File: config.mk
export PLATFORM = sky130hd
export DESIGN_NAME = decode_stage
export DESIGN_NICKNAME = d
export VERILOG_FILES = /design/src/rtl/decode_stage.sv
export SDC_FILE = /design/constraint.sdc
export NUM_CORES = 1
export LEC_CHECK = 0
export CORE_AREA = 2 2 128 130
export DETAILED_ROUTE_END_ITERATION = 8
export DIE_AREA = 0 0 130 132
export DONT_BUFFER_PORTS = 1
export SYNTH_ARGS = -nofsm -noshare
export SYNTH_HDL_FRONTEND = slang
export SYNTH_SLANG_ARGS = --single-unit
File: constraint.sdc
create_clock -name clk -period 5.2 [get_ports clk]
set_input_delay 1.56 -clock clk [delete_from_list [all_inputs] [get_ports clk]]
set_output_delay 1.56 -clock clk [all_outputs]
set_load 0.03 [all_outputs]
File: src/rtl/decode_stage.sv
// RV32I decode stage: one-entry output register with register-file read-address steering,
// writeback bypass for the one-cycle non-bypassing register file, and x0 forcing.
module decode_stage #(
  parameter int DATA_WIDTH    = 32,
  parameter int NUM_REGISTERS = 32,
  localparam int AW           = $clog2(NUM_REGISTERS)
) (
  input  logic                  clk,
  input  logic                  rst,
  input  logic                  in_valid,
  output logic                  in_ready,
  input  logic [31:0]           in_instr,
  input  logic [DATA_WIDTH-1:0] in_pc,
  input  logic                  flush,
  output logic [AW-1:0]         rf_rd0,
  output logic [AW-1:0]         rf_rd1,
  input  logic [DATA_WIDTH-1:0] rf_data0,
  input  logic [DATA_WIDTH-1:0] rf_data1,
  input  logic                  wb_valid,
  input  logic [AW-1:0]         wb_rd,
  input  logic [DATA_WIDTH-1:0] wb_data,
  output logic                  out_valid,
  input  logic                  out_ready,
  output logic [DATA_WIDTH-1:0] out_pc,
  output logic [DATA_WIDTH-1:0] out_rs1_val,
  output logic [DATA_WIDTH-1:0] out_rs2_val,
  output logic [DATA_WIDTH-1:0] out_imm,
  output logic [AW-1:0]         out_rd,
  output logic                  out_rd_we,
  output logic [6:0]            out_opcode,
  output logic [2:0]            out_funct3,
  output logic                  out_funct7b5,
  output logic                  out_illegal
);

  localparam logic [6:0] OP_LUI    = 7'b0110111;
  localparam logic [6:0] OP_AUIPC  = 7'b0010111;
  localparam logic [6:0] OP_JAL    = 7'b1101111;
  localparam logic [6:0] OP_JALR   = 7'b1100111;
  localparam logic [6:0] OP_BRANCH = 7'b1100011;
  localparam logic [6:0] OP_LOAD   = 7'b0000011;
  localparam logic [6:0] OP_STORE  = 7'b0100011;
  localparam logic [6:0] OP_IMM    = 7'b0010011;
  localparam logic [6:0] OP_OP     = 7'b0110011;
  localparam logic [6:0] OP_FENCE  = 7'b0001111;
  localparam logic [6:0] OP_SYSTEM = 7'b1110011;

  logic                  accept;
  logic [AW-1:0]         rs1_q;
  logic [AW-1:0]         rs2_q;
  logic                  byp_hit0;
  logic                  byp_hit1;
  logic [DATA_WIDTH-1:0] byp_data0;
  logic [DATA_WIDTH-1:0] byp_data1;
  logic [31:0]           imm32;
  logic                  legal;
  logic                  writes;
  logic                  rd_we_d;

  // valid/ready: a transfer happens on a rising edge where valid and ready are both high;
  // the producer holds valid and its payload stable until that edge.
  assign in_ready = (!out_valid || out_ready) && !flush;
  assign accept   = in_valid && in_ready;

  assign rf_rd0 = accept ? AW'(in_instr[19:15]) : rs1_q;
  assign rf_rd1 = accept ? AW'(in_instr[24:20]) : rs2_q;

  always_comb begin
    imm32  = '0;
    legal  = 1'b1;
    writes = 1'b0;
    case (in_instr[6:0])
      OP_LUI, OP_AUIPC: begin
        imm32  = {in_instr[31:12], 12'b0};
        writes = 1'b1;
      end
      OP_JAL: begin
        imm32  = {{12{in_instr[31]}}, in_instr[19:12], in_instr[20], in_instr[30:21], 1'b0};
        writes = 1'b1;
      end
      OP_JALR, OP_LOAD, OP_IMM: begin
        imm32  = {{20{in_instr[31]}}, in_instr[31:20]};
        writes = 1'b1;
      end
      OP_SYSTEM: imm32 = {{20{in_instr[31]}}, in_instr[31:20]};
      OP_STORE:  imm32 = {{20{in_instr[31]}}, in_instr[31:25], in_instr[11:7]};
      OP_BRANCH: imm32 = {{20{in_instr[31]}}, in_instr[7], in_instr[30:25], in_instr[11:8], 1'b0};
      OP_OP:     writes = 1'b1;
      OP_FENCE:  writes = 1'b0;
      default:   legal = 1'b0;
    endcase
    if (in_instr[1:0] != 2'b11) legal = 1'b0;
    if (!legal) begin
      imm32  = '0;
      writes = 1'b0;
    end
  end

  assign rd_we_d = writes && (in_instr[11:7] != 5'd0);

  // Operands: x0 is forced to zero; a writeback that landed on the edge the address was
  // presented is newer than what the register file returns, so it wins.
  assign out_rs1_val = (rs1_q == '0) ? '0 : (byp_hit0 ? byp_data0 : rf_data0);
  assign out_rs2_val = (rs2_q == '0) ? '0 : (byp_hit1 ? byp_data1 : rf_data1);

  always_ff @(posedge clk or posedge rst) begin
    if (rst) begin
      out_valid    <= 1'b0;
      out_pc       <= '0;
      out_imm      <= '0;
      out_rd       <= '0;
      out_rd_we    <= 1'b0;
      out_opcode   <= '0;
      out_funct3   <= '0;
      out_funct7b5 <= 1'b0;
      out_illegal  <= 1'b0;
      rs1_q        <= '0;
      rs2_q        <= '0;
      byp_hit0     <= 1'b0;
      byp_hit1     <= 1'b0;
      byp_data0    <= '0;
      byp_data1    <= '0;
    end else begin
      byp_hit0  <= wb_valid && (wb_rd == rf_rd0) && (rf_rd0 != '0);
      byp_hit1  <= wb_valid && (wb_rd == rf_rd1) && (rf_rd1 != '0);
      byp_data0 <= wb_data;
      byp_data1 <= wb_data;
      if (flush) begin
        out_valid <= 1'b0;
      end else if (accept) begin
        out_valid    <= 1'b1;
        out_pc       <= in_pc;
        out_imm      <= DATA_WIDTH'($signed(imm32));
        out_rd       <= rd_we_d ? AW'(in_instr[11:7]) : '0;
        out_rd_we    <= rd_we_d;
        out_opcode   <= in_instr[6:0];
        out_funct3   <= in_instr[14:12];
        out_funct7b5 <= in_instr[30];
        out_illegal  <= !legal;
        rs1_q        <= AW'(in_instr[19:15]);
        rs2_q        <= AW'(in_instr[24:20]);
      end else if (out_ready) begin
        out_valid <= 1'b0;
      end
    end
  end

endmodule

[Word level (Yosys, flattened, before mapping)]
Index checks and enable logic that the tools add are counted.
Storage, ports and cells
  bits in registers: 127
  output and inout bits: 158
  word-level logic and storage cells: 67
Operators by class
  equal/unequal tests: 14
  multiplexer cells: 16
  bitwise logic cells: 1
  reduce and logical (&&, ||, !) cells: 22
Operators with widths (number)
  32-bit 2-to-1 mux: 5
  32-bit one-hot mux with 5 select lines: 1
  7-bit equality test (second input constant): 4
  7-bit by 6-bit equality test with 1-bit output (second input constant): 3
  5-bit 2-to-1 mux: 3
  5-bit nonzero test: 3
  7-bit by 5-bit equality test with 1-bit output (second input constant): 2
  11-bit OR reduction: 1
  5-bit equality test: 2
  5-bit logical NOT: 2
  7-bit by 2-bit equality test with 1-bit output (second input constant): 1
  7-bit by 4-bit equality test with 1-bit output (second input constant): 1
  1-bit logical AND: 7
  1-bit 2-to-1 mux: 7
  7-bit OR reduction: 1
  4-bit OR reduction: 1
  1-bit logical NOT: 3
  3-bit nonzero test: 1
  2-bit inequality test (second input constant): 1
  2-bit AND reduction: 1
  2-bit OR reduction: 1
  1-bit logical OR: 1
  1-bit inverter: 1

[Depth between registers and ports, before layout]
Gate-level depths: netlist of run 1.
  depth in word-level cells: 8
  depth in mapped cells: 7
  depth with buffers taken out: 5

[Worst setup path after synthesis of run 1]
OpenSTA, ideal clock, no wires.
  path kind: in2out
  start point: input port out_ready
  end point: output port rf_rd0[1]
  data arrival time: 2.641 ns
  required time: 3.640 ns
  setup slack: 0.999 ns
  cell stages on the path: 5
  path through: nand2b_1 > nand2_4 > buf_6 > buf_2 > mux2_2
Between the ends
  cells in the longest elaborated chain, start to end: 4
RTL lines
  start: declaration: line 23  | input logic out_ready,
  1-bit logical OR: line 62  | assign in_ready = (!out_valid || out_ready) && !flush;
  1-bit logical AND: line 62
  1-bit logical AND: line 63  | assign accept = in_valid && in_ready;
  5-bit 2-to-1 mux
  end: declaration: line 15  | output logic [AW-1:0] rf_rd0,
No other way between the ends.

[Worst setup path after layout of run 1]
  start point: input port out_ready
  end point: output port rf_rd1[1]
Between the ends
  cells in the longest elaborated chain, start to end: 4
RTL lines
  1-bit logical OR: line 62
  1-bit logical AND: line 62
  1-bit logical AND: line 63
  5-bit 2-to-1 mux
  end: declaration: line 16  | output logic [AW-1:0] rf_rd1,
No other way between the ends.

==> results of run 1 <==
## worst max-delay path, delay by kind of cell
kind	cells	cell delay, ns
multiplexers	1	0.50
AND/OR/NAND/NOR	2	0.64
## flip-flops by register name (all words and copies together) (netlist names)
name / count
out_funct3: 3
out_opcode: 7
byp_hit1: 1
rs1_q: 5
out_valid: 1
out_pc: 32
out_imm: 32
out_funct7b5: 1
out_illegal: 1
out_rd: 5
out_rd_we: 1
byp_data1: 32
rs2_q: 5
byp_hit0: 1
## final cells by class
cell class                 instances  area [um^2]
clock inverter                    10          138
antenna                            3         7.51
inverter                           4         20.0
multi-input combinational        355         2690
clock buffer                      22          464
sequential                       127         3180
tap                              216          270
fill                            1465         8910
timing repair buffer               5         37.5
## routing by layer
layer	global-route usage [%]	vias to the layer above	share of wire [%]
met4	8.66	2	2.6
met1	20.3	2073	36
met5	0	-	0.057
li1	-	1832	-
met2	35.3	247	53
met3	6.90	27	8.4
## power by group
part           internal (mW)  switching, mW  leakage, nW
Combinational          0.130          0.262        0.915
Sequential              1.08          0.216         1.57
Clock                  0.778          0.424        0.290
Total                   1.99          0.902         2.78
## how the worst max path moves through the flow
stage               from              to  slack [ns]  depth (start not counted)
6_report       out_ready       rf_rd1[1]        0.91                          3
2_1_floorplan        rst    byp_data1[0]        0.26                          1
4_1_cts        out_ready       rf_rd1[0]        0.89                          3
3_5_place_dp   out_ready       rf_rd1[0]        0.89                          3
5_1_grt         rs1_q[2]  out_rs1_val[9]        0.68                          3
3_3_place_gp   out_ready       rf_rd0[4]        0.92                          3
## synth_stat cells, types with 5 or more instances
| cell | count | share of area (%) |
|---|---|---|
| clkbuf_1 | 6 | 0.37 |
| a22o_1 | 16 | 2.3 |
| o21ai_1 | 5 | 0.41 |
| dfrtp_1 | 127 | 52 |
| xor2_1 | 9 | 1.3 |
| mux2i_1 | 66 | 11 |
| buf_2 | 25 | 2.1 |
| nor2_1 | 81 | 5.0 |
| o21ai_0 | 16 | 1.3 |
| a21oi_1 | 17 | 1.4 |
| mux2_2 | 62 | 12 |
| nand2_1 | 24 | 1.5 |
| a221o_1 | 11 | 1.8 |
## metrics by stage
step	util [%]	cells	worst slack (ns)	instance area [um^2]	power (mW)
finish	43.3	742	0.906	6810	2.89
global route	43.3	742	0.679	6810	3.00
CTS	43.3	739	0.888	6800	2.92
detailed placement	39.4	707	0.889	6200	1.71
global placement	39.4	707	0.915	6200	1.70
floorplan	-	523	0.256	6070	1.64
## logic make-up (layout without fill, tap and decap cells)
logic type,Yosys count,count (layout),synth area share [%]
AND/OR/NAND/NOR,134,134,10.3
AO/OA/AOI/OAI,83,83,9.96
XOR/XNOR,10,10,1.44
flip-flops,127,127,52.4
other,0,3,0
buffers and inverters,41,41,3.49
multiplexers,128,128,22.4
==> results.py, run 1 <==
metrics = {
    "cells_and_area": {
        "final_common_cell": "dfrtp_1",
        "fin_nets": 681,
        "layout_common_cells": "dfrtp_1 (125), nor2_1 (79), mux2i_1 (66), mux2_2 (62), nand2_1 (24)",
        "syn_to_final_growth_pct": 12.2,
        "drive_gt1_share_pct": 21.8,
    },
    "clock_tree": {
        "post_cts_resized": 0,
        "cts_tree": "built",
        "hold_buffers": 0,
        "worstSkewPairLatency_ns": 0.42,
        "clock_path_buffers": 2,
        "path_clk_slew_ns": 0.05,
        "clkSinkCount": 127,
        "numCtsBuffers": 17,
        "cts-root-buf": "clkbuf_16",
        "htree_levels": 4,
        "post_cts_buffers": 0,
    },
    "floorplanning": {
        "fp.dieH_um": 132,
        "core_area_um2": 15700,
        "start_util_pct": 38.6,
        "rows": 46,
        "die_area_um2": 17200,
        "die_x_um": 130,
        "ios": 329,
    },
    "yosys": {
        "synthFlopType": "dfrtp_1",
        "synth_area_um2": 6070,
        "synth_sequential_area_ratio_pct": 52.4,
        "syn_area_per_cell_um2": 11.6,
        "yosysWarnings": 0,
        "synth_nets": 694,
        "netlist_instances": 523,
        "synth_cell_types": 47,
        "async_flop_share_pct": 100,
        "yosys_register_bits": 127,
        "synth_edf_count": 0,
    },
    "pwr": {
        "cellPowerDensity_nw_per_um2": 425,
        "vdd_drop_max_uv": 186,
        "leakage_nw": 2.78,
    },
    "setup_path": {
        "cp-end-kind": "output port",
        "critPathKind": "in -> out",
        "rr_worst_depth": 5,
        "worst_path_max_delay_cell": "mux2_2",
        "cp.required_ns": 3.64,
        "critical_path.cell_chain": "nand2b_1 -> nand2_4 -> mux2_2",
        "crit_path_start_kind": "primary input",
        "reg2reg_to": "out_imm[26]",
        "critPathArrivalTime_ns": 2.73,
        "crit_path_max_fanout": 46,
        "reg2reg_from": "out_valid",
        "regToRegSetupSlack_ns": 2.39,
        "max_stage_delay_ns": 0.50,
    },
    "sta": {
        "final_min_period_over_clock_period_pct": 82.6,
        "min_period_ns": 4.29,
        "slew_headroom_pct": 20.5,
        "finalHoldViolCount": 0,
        "maxSlewViolCount": 0,
        "hold_ws_ns": 0.545,
        "setup_tns_ns": 0,
        "worstMarginPinSlew_ns": 1.19,
        "finClkSkew_ns": 0.0121,
        "fmax_mhz": 233,
        "setup_viol": 0,
        "rsz0062_at_grt": "no",
    },
    "grt": {
        "grt_usage_pct": 19.6,
        "grt_pass1_vias": 4319,
        "antenna_found_initial": 5,
        "grt_pass1_wl_mm": 25.0,
        "grt_max_degree": 94,
        "grt-ovfl-total": 0,
    },
    "route": {
        "first_pass_iters": 4,
        "drc": 0,
        "finalWirelength_mm": 17.5,
        "via_per_inst": 5.63,
        "num_vias": 4181,
        "wl_per_cell_um": 23.5,
        "antenna_left": 0,
        "drtIter0Drc": 163,
    },
    "worst_hold_path": {
        "hold_class": "reg -> reg",
        "worstHoldPathCells": 1,
        "holdCritStartpoint": "rs1_q[0]",
        "min_to": "rs1_q[0]",
    },
    "run": {
        "maxCapViolCount": 0,
    },
    "placed_design": {
        "gp_congestion": 0.841,
        "port_buffers": 0,
        "hpwlAfterDp_mm": 13.2,
    },
    "status": {
        "run_status": "completed",
    },
}
Power figures use the tool's default switching activity.
==> inputs of run 2 (changes only) <==
- CORE_AREA: 2 2 128 130 -> 2 2 127 129
- DIE_AREA: 0 0 130 132 -> 0 0 129 131
- clock period: 5.2 -> 3.75 ns (I/O delays scaled with it)
==> run 2 against run 1 <==
Setup slack worse by 0.60 ns. First-iteration DRC count is 2.5% lower. Combinational power is 40% higher. Count of clock-buffer cells in the layout is 1 lower. Sequential cell count stayed put. Critical path type unchanged. Largest cell class unchanged.
==> results.py, run 2 (synthesis gave the netlist of run 1 again) <==
metrics = {
    "setup_path": {
        "crit_path_start_kind": "primary input",
        "cp-end-kind": "output port",
        "cp.required_ns": 2.62,
        "critPathArrivalTime_ns": 2.32,
        "critPathKind": "in -> out",
        "crit_path_max_fanout": 45,
    },
    "sta": {
        "fmax_mhz": 291,
        "maxSlewViolCount": 0,
        "final_min_period_over_clock_period_pct": 91.8,
        "slew_headroom_pct": 32.4,
        "setup_tns_ns": 0,
        "worstMarginPinSlew_ns": 1.01,
        "setup_viol": 0,
        "finalHoldViolCount": 0,
        "finClkSkew_ns": 0.00365,
        "rsz0062_at_grt": "no",
        "min_period_ns": 3.44,
    },
    "clock_tree": {
        "post_cts_buffers": 0,
        "post_cts_resized": 0,
        "clock_path_buffers": 2,
        "path_clk_slew_ns": 0.06,
        "worstSkewPairLatency_ns": 0.41,
        "htree_levels": 4,
        "cts-root-buf": "clkbuf_16",
        "clkSinkCount": 127,
        "numCtsBuffers": 17,
        "hold_buffers": 0,
        "cts_tree": "built",
    },
    "floorplanning": {
        "die_area_um2": 16900,
        "rows": 46,
        "fp.dieH_um": 131,
        "ios": 329,
        "core_area_um2": 15600,
        "die_x_um": 129,
        "start_util_pct": 38.9,
    },
    "grt": {
        "antenna_found_initial": 3,
        "grt_max_degree": 70,
        "grt_pass1_vias": 4136,
        "grt-ovfl-total": 0,
        "grt_pass1_wl_mm": 24.5,
        "grt_usage_pct": 19.7,
    },
    "placed_design": {
        "gp_congestion": 0.842,
        "placed_cells": 712,
        "hpwlAfterDp_mm": 13.4,
        "port_buffers": 0,
    },
    "cells_and_area": {
        "n_fill_cell": 1411,
        "reg_top3": "byp_data1 x32, out_imm x32, out_pc x32",
        "layout_common_cells": "dfrtp_1 (125), nor2_1 (79), mux2i_1 (66), mux2_2 (62), nand2_1 (24)",
        "final_common_cell": "dfrtp_1",
        "fin_nets": 686,
        "final_cells": 745,
        "drive_gt1_share_pct": 22.6,
        "syn_to_final_growth_pct": 12.9,
    },
    "route": {
        "finalWirelength_mm": 17.7,
        "via_per_inst": 5.62,
        "antenna_left": 0,
        "first_pass_iters": 4,
        "drc": 0,
        "drtIter0Drc": 159,
        "wl_per_cell_um": 23.8,
        "num_vias": 4188,
    },
    "pwr": {
        "leakage_nw": 2.80,
        "vdd_drop_max_uv": 284,
        "cellPowerDensity_nw_per_um2": 584,
    },
    "run": {
        "maxCapViolCount": 0,
    },
    "status": {
        "run_status": "completed",
    },
    "worst_hold_path": {
        "hold_class": "in -> async",
    },
}
[run 2: changes by cell type in the layout (fill, tap and decap cells not counted), sizes merged]
cell and delta:
buf +5, clkbuf -1, clkinvlp +1, diode -1, inv -1
[run 2: area by class of cell]
| cell class | count | area (um^2) | area share [%] |
|---|---|---|---|
| timing repair buffer | 10 | 87.6 | 1.28 |
| sequential | 127 | 3180 | 46.4 |
| tap | 216 | 270 | 3.95 |
| antenna | 2 | 5.00 | 0.0731 |
| clock buffer | 21 | 460 | 6.72 |
| multi-input combinational | 355 | 2690 | 39.3 |
| clock inverter | 10 | 138 | 2.01 |
| inverter | 4 | 18.8 | 0.274 |
[run 2: critical path, stage by stage]
cell      delay [ns]
nand2b_1        0.17
nand2_4         0.48
mux2_2          0.51
[run 2: worst paths after layout]
path,from,to,slack [ns],depth (start not counted)
worst max-delay path,out_ready,rf_rd1[4],0.31,3
worst max register to register,out_valid,out_imm[25],1.06,5
max in group asynchronous,rst,byp_hit1,2.33,2
min in group clk,rs2_q[4],rs2_q[4],0.54,1
worst min-delay path,rst,byp_data1[28],0.49,1
worst min register to register,rs2_q[4],rs2_q[4],0.54,1
[run 2: power by group]
group	switching [mW]	total [mW]	internal [mW]
sequential	0.294	1.79	1.50
clock	0.587	1.66	1.07
combinational	0.366	0.550	0.184
total	1.25	4.00	2.76
[run 2: layer usage]
layer | wire length (um) | global-route usage (%) | up-vias
li1 | - | - | 1837
met2 | 9710 | 36.9 | 237
met5 | 0 | 0 | -
met3 | 1600 | 7.41 | 31
met1 | 5900 | 19.4 | 2083
met4 | 486 | 8.70 | 0
[run 2: metrics by stage]
| step | utilization (%) | hold WS (ns) | instance area [um^2] | setup WS, ns | power [mW] |
|---|---|---|---|---|---|
| 3_5_place_dp | 40.0 | 0.526 | 6250 | 0.309 | 2.37 |
| 6_report | 43.9 | 0.494 | 6850 | 0.308 | 4.00 |
| 3_3_place_gp | 40.0 | 0.536 | 6250 | 0.336 | 2.35 |
| 2_1_floorplan | - | 0.487 | 6070 | 0.419 | 2.27 |
| 4_1_cts | 43.9 | 0.472 | 6840 | 0.310 | 4.04 |
| 5_1_grt | 43.9 | 0.484 | 6850 | 0.238 | 4.16 |
